`config.mk`:
```
export PLATFORM = sky130hd
export DESIGN_NAME = rr_onehot_arbiter
export DESIGN_NICKNAME = d
export VERILOG_FILES = /design/src/rtl/arb_pkg.sv /design/src/rtl/rr_pick.sv /design/src/rtl/rr_onehot_arbiter.sv
export SDC_FILE = /design/constraint.sdc
export NUM_CORES = 1
export LEC_CHECK = 0
export BUFFER_PORTS_ARGS = -buffer_cell sky130_fd_sc_hd__buf_4
export CAP_MARGIN = 5
export CORE_MARGIN = 5
export CORE_UTILIZATION = 35
export CTS_CLUSTER_DIAMETER = 200
export CTS_CLUSTER_SIZE = 12
export DETAILED_ROUTE_END_ITERATION = 16
export GPL_TIMING_DRIVEN = 0
export HOLD_SLACK_MARGIN = 0.02
export PLACE_DENSITY = 0.55
export SKIP_CTS_REPAIR_TIMING = 1
export SYNTH_ARGS = -nofsm -noshare
export SYNTH_HDL_FRONTEND = slang
export SYNTH_HIERARCHICAL = 1
export SYNTH_SLANG_ARGS = --single-unit
export TNS_END_PERCENT = 10
```
`constraint.sdc`:
```
create_clock -name clk -period 13.68 [get_ports clk]
set_input_delay 3.42 -clock clk [delete_from_list [all_inputs] [get_ports clk]]
set_output_delay 3.42 -clock clk [all_outputs]
set_load 0.02 [all_outputs]
```
`src/rtl/arb_pkg.sv`:
```
// Shared types and constants for the eight-way round-robin arbiter and its pick logic.
package arb_pkg;
  localparam int N_REQ = 8;
  localparam int PTR_W = 3;

  typedef logic [N_REQ-1:0] onehot_t;
  typedef logic [PTR_W-1:0] idx_t;

  function automatic idx_t onehot2idx(input onehot_t oh);
    idx_t r;
    r = '0;
    for (int i = 0; i < N_REQ; i++) begin
      if (oh[i]) r = idx_t'(i);
    end
    return r;
  endfunction
endpackage

```
`src/rtl/rr_pick.sv`:
```
// Combinational rotating first-set finder: first candidate at ptr+1, ptr+2, ... modulo 8.
module rr_pick
  import arb_pkg::*;
(
  input  logic [7:0] candidates,
  input  logic [2:0] ptr,
  output logic [7:0] onehot,
  output logic       any
);

  idx_t k;
  logic found;

  always_comb begin
    onehot = '0;
    found  = 1'b0;
    k      = '0;
    for (int i = 0; i < N_REQ; i++) begin
      // The 3-bit add wraps 7 -> 0 naturally.
      k = ptr + idx_t'(i + 1);
      if (!found && candidates[k]) begin
        onehot[k] = 1'b1;
        found     = 1'b1;
      end
    end
  end

  assign any = |candidates;

endmodule

```
`src/rtl/rr_onehot_arbiter.sv`:
```
// Eight-requester round-robin arbiter with pending capture and a registered one-hot
// grant held under valid/ready backpressure.
module rr_onehot_arbiter
  import arb_pkg::*;
(
  input  logic       clk,
  input  logic       rst_n,
  input  logic [7:0] req_i,
  input  logic       ready_i,
  output logic       valid_o,
  output logic [7:0] grant_o,
  output logic [7:0] pending_o,
  output logic       merge_o
);

  onehot_t pending_p0;
  idx_t    ptr_p0;
  onehot_t grant_p1;
  logic    vld_p1;
  logic    merge_p1;

  logic    accept;
  onehot_t accepted;
  onehot_t cand;
  idx_t    search_ptr;
  onehot_t win;
  logic    win_any;

  assign accept   = vld_p1 & ready_i;
  assign accepted = accept ? grant_p1 : '0;
  assign cand     = pending_p0 & ~accepted;
  // Search resumes just past the bit being accepted so the same-cycle pick is already fair.
  assign search_ptr = accept ? onehot2idx(grant_p1) : ptr_p0;

  rr_pick u_pick (
    .candidates (cand),
    .ptr        (search_ptr),
    .onehot     (win),
    .any        (win_any)
  );

  // Stage p0: pending capture and pointer; stage p1: held grant and merge pulse
  always_ff @(posedge clk) begin
    if (!rst_n) begin
      pending_p0 <= '0;
      ptr_p0     <= idx_t'(N_REQ - 1);
      grant_p1   <= '0;
      vld_p1     <= 1'b0;
      merge_p1   <= 1'b0;
    end else begin
      pending_p0 <= cand | req_i;
      merge_p1   <= |(req_i & cand);
      if (accept) ptr_p0 <= onehot2idx(grant_p1);
      if (!vld_p1 || ready_i) begin
        grant_p1 <= win;
        vld_p1   <= win_any;
      end
    end
  end

  assign valid_o   = vld_p1;
  assign grant_o   = grant_p1;
  assign pending_o = pending_p0;
  assign merge_o   = merge_p1;

  a_onehot: assert property (@(posedge clk) disable iff (!rst_n) vld_p1 |-> $onehot(grant_p1));
  a_subset: assert property (@(posedge clk) disable iff (!rst_n) (grant_p1 & ~pending_p0) == '0);

endmodule

```
==> reports/metrics.csv <==
stage,metric,value,unit
yosys,post-synthesis sequential area ratio,21.3,%
sta,Slew @ Worst Pin,0.961,ns
worst_setup_path,CP max stage delay,0.60,ns
clock_tree,TritonCTS clock tree,yes,
sta,Fin Setup TNS,0,ns
yosys,"FF+latch count, synth",21,
routing,met1 WL,2700,microns
sta,Final Skew,0.00187,ns
clock_tree,buffer depth of the longest clock path,2,
flow_run,maxcap violations,0,
floorplan,die height,85.0,microns
yosys,Synth area leader,dfxtp_1,
yosys,largest cells by area after synthesis,"dfxtp_1 (21%), mux4_2 (11%), nand2_1 (5.1%)",
yosys,Synth top cells by count,"nand2_1 (27), nor2_1 (24), dfxtp_1 (21)",
worst_setup_path,Worst Path Max Fanout,10,
routing,WL met3,237,microns
yosys,Synth Instances,231,
placement,DP HPWL,4410,microns
finish,diode count,0,
routing,WL/cell,17.3,microns
floorplan,starting density of the core,36.0,%
placement,Post-Place Worst Slack,5.88,ns
power,LEAKAGE,0.906,nW
placement,Placer Congestion,0.907,
finish,# fillers,582,
floorplan,Core Footprint,5470,sq um
worst_setup_path,critical path capture point type,flop,
routing,DRT Wirelength,5780,microns
floorplan,Ports,29,
yosys,Yosys top cell area share,21.3,%
sta,Max-slew headroom,35.8,%
worst_setup_path,CP bufs+invs,7,
floorplan,die area,7230,sq um
worst_hold_path,Min-Delay Path Class,flop to flop,
routing,number of DRC markers in iteration 0,86,
clock_tree,clock net sink count,21,
finish,"Design Area, Final",2320,sq um
global_route,first-pass GRT wire length,9650,microns
yosys,syn_nets,248,
yosys,most common cell in the synthesized netlist,nand2_1,
global_route,largest net degree at the start of global routing,12,
sta,Achievable Freq,0.132,GHz
yosys,"Distinct cells, synth",56,
routing,DRT Pass-1 Iters,4,
worst_setup_path,CP Class,primary input to flop,
power,Max VDD drop,0.0826,mV
clock_tree,H-tree depth,1,
sta,min cycle time layout,7.57,ns
placement,Post-Place Cells,331,
floorplan,# rows,27,
worst_setup_path,Worst EP required,13.88,ns
worst_setup_path,CP top delay family,buffers and inverters,
routing,vias,1911,
finish,P&R area growth vs syn,17.5,%
sta,Final Cycle Share,55.3,%
routing,metal2 WL,2780,microns
worst_setup_path,slowest CP cell,mux4_2,
finish,Layout Cells excl Fill,335,
global_route,initial antenna violation count,0,
sta,RSZ-0062 raised after global routing,false,
worst_setup_path,endpoint arrival time on the critical path,7.76,ns
yosys,Main synth FF type,dfxtp_1,
yosys,number of flops mapped to enable cells by yosys,0,
sta,Final WS setup,6.11,ns
clock_tree,Clock Tree Root,clkbuf_8,
power,P per Cell Area,204,nW/um^2
run_status,status,"complete, no violations",
worst_setup_path,Worst Setup Start Kind,primary input,
yosys,Post-Syn Area,1970,sq um
global_route,total gr overflow,0,
routing,DR DRC count,0,
yosys,Post-Syn Area per Cell,8.53,sq um
yosys,"FFs w/ async S/R, synth",0,%
global_route,vias in the first global route,1846,
sta,Fin. Hold Viols,0,
finish,share of cells above drive strength 1,25.5,%
clock_tree,"CTS clk-pin slew, worst paths",0.08,ns
sta,final number of setup-violating endpoints,0,
floorplan,die width,85.0,microns
routing,Routed Antenna Nets,0,
placement,DP Area,2270,sq um
clock_tree,TritonCTS buffer count,3,
routing,vias per cell,5.70,
routing,max layer used,met4,
finish,nets,281,
clock_tree,"Clk Latency, worst-skew pair",0.26,ns
worst_setup_path,worst path cell trace,"buf_4, and2_4, buf_6, buf_6, a31oi_1, buf_4, buf_1, inv_2, ha_1, clkbuf_2, xor2_1, mux4_2, nor4b_4, a22o_1, a21oi_1, o211ai_1, nand2_1, a21oi_1",
sta,fin. max-slew vios,0,
placement,# port buffers,28,
global_route,Total GRT Usage,16.6,%
yosys,Syn. warnings,6,
-- worst paths after layout --
path	start	end	slack (ns)	depth (start not counted)
setup / recovery	ready_i	grant_o[0]	6.11	18
hold / removal	grant_o[0]	grant_o[0]	0.49	2
setup reg to reg	valid_o	grant_o[0]	8.99	18
hold reg to reg	grant_o[0]	grant_o[0]	0.49	2
-- worst reg2reg max path: cells and delay by family (launching register included) --
kind | cells | cell delay [ns]
AOI/OAI and AO/OA | 5 | 0.98
xor gates and xnor gates | 1 | 0.47
adders and majority gates | 1 | 0.24
buffers and inverters | 6 | 1.31
DFF | 1 | 0.37
muxes | 1 | 0.60
and+or+nand+nor | 4 | 0.65
-- kinds of logic after synthesis --
group	count (synthesis)	synth area share [%]
adder cells (fa/ha/maj)	6	3.81
flip-flops	21	21.3
buffers and inverters	22	5.90
multiplexers	28	21.1
AO/OA/AOI/OAI	65	23.9
XOR/XNOR	4	1.78
AND/OR/NAND/NOR	85	22.2
-- cell type report --
type | count | area (sq um) | area share [%]
flip-flops and latches | 21 | 420 | 18.2
repair buffers | 28 | 210 | 9.08
inverters | 9 | 33.8 | 1.46
plain buffers | 13 | 82.6 | 3.57
clock buffers | 4 | 45.0 | 1.94
multi-input cells | 188 | 1430 | 61.9
well taps | 72 | 90.1 | 3.89
-- routing by layer --
layer | track usage, % | vias up
met5 | 0 | -
met4 | 4.89 | 0
met3 | 2.04 | 7
met2 | 26.8 | 55
met1 | 23.0 | 913
li1 | - | 936
-- cells in the final DEF (no fill, tap or decap), drive strengths merged, types with 3 or more instances in the layout --
master,synthesis,final
a221oi,3,3
o21a,3,3
mux4,10,10
nand2,27,27
mux2,8,8
clkbuf,4,8
ha,6,6
a22o,4,4
dfxtp,21,21
nor2,24,24
buf,9,37
inv,8,8
nor3,10,10
o21ai,9,9
a21oi,14,14
nor4,9,9
a31oi,5,5
nand3,3,3
a21boi,8,8
mux2i,10,10
-- stage by stage --
step / utilization, % / hold WS (ns) / power (mW)
2_1_floorplan: - / 0.524 / 0.351
3_3_place_gp: 41.5 / 0.482 / 0.430
3_5_place_dp: 41.5 / 0.477 / 0.430
4_1_cts: 42.3 / 0.494 / 0.473
5_1_grt: 42.3 / 0.515 / 0.514
6_report: 42.3 / 0.487 / 0.473
-- report_power, final --
| part | switching [mW] | internal [mW] | total (mW) |
|---|---|---|---|
| logic | 0.202 | 0.144 | 0.346 |
| clock network | 0.0211 | 0.0208 | 0.0419 |
| registers | 0.0131 | 0.0722 | 0.0854 |
-- registers in the layout (all words and copies together) (netlist names) --
name,count
pending_o,8
grant_o,8
merge_o,1
valid_o,1
ptr_p0,3
No activity file was read; power rests on OpenSTA's default activity.
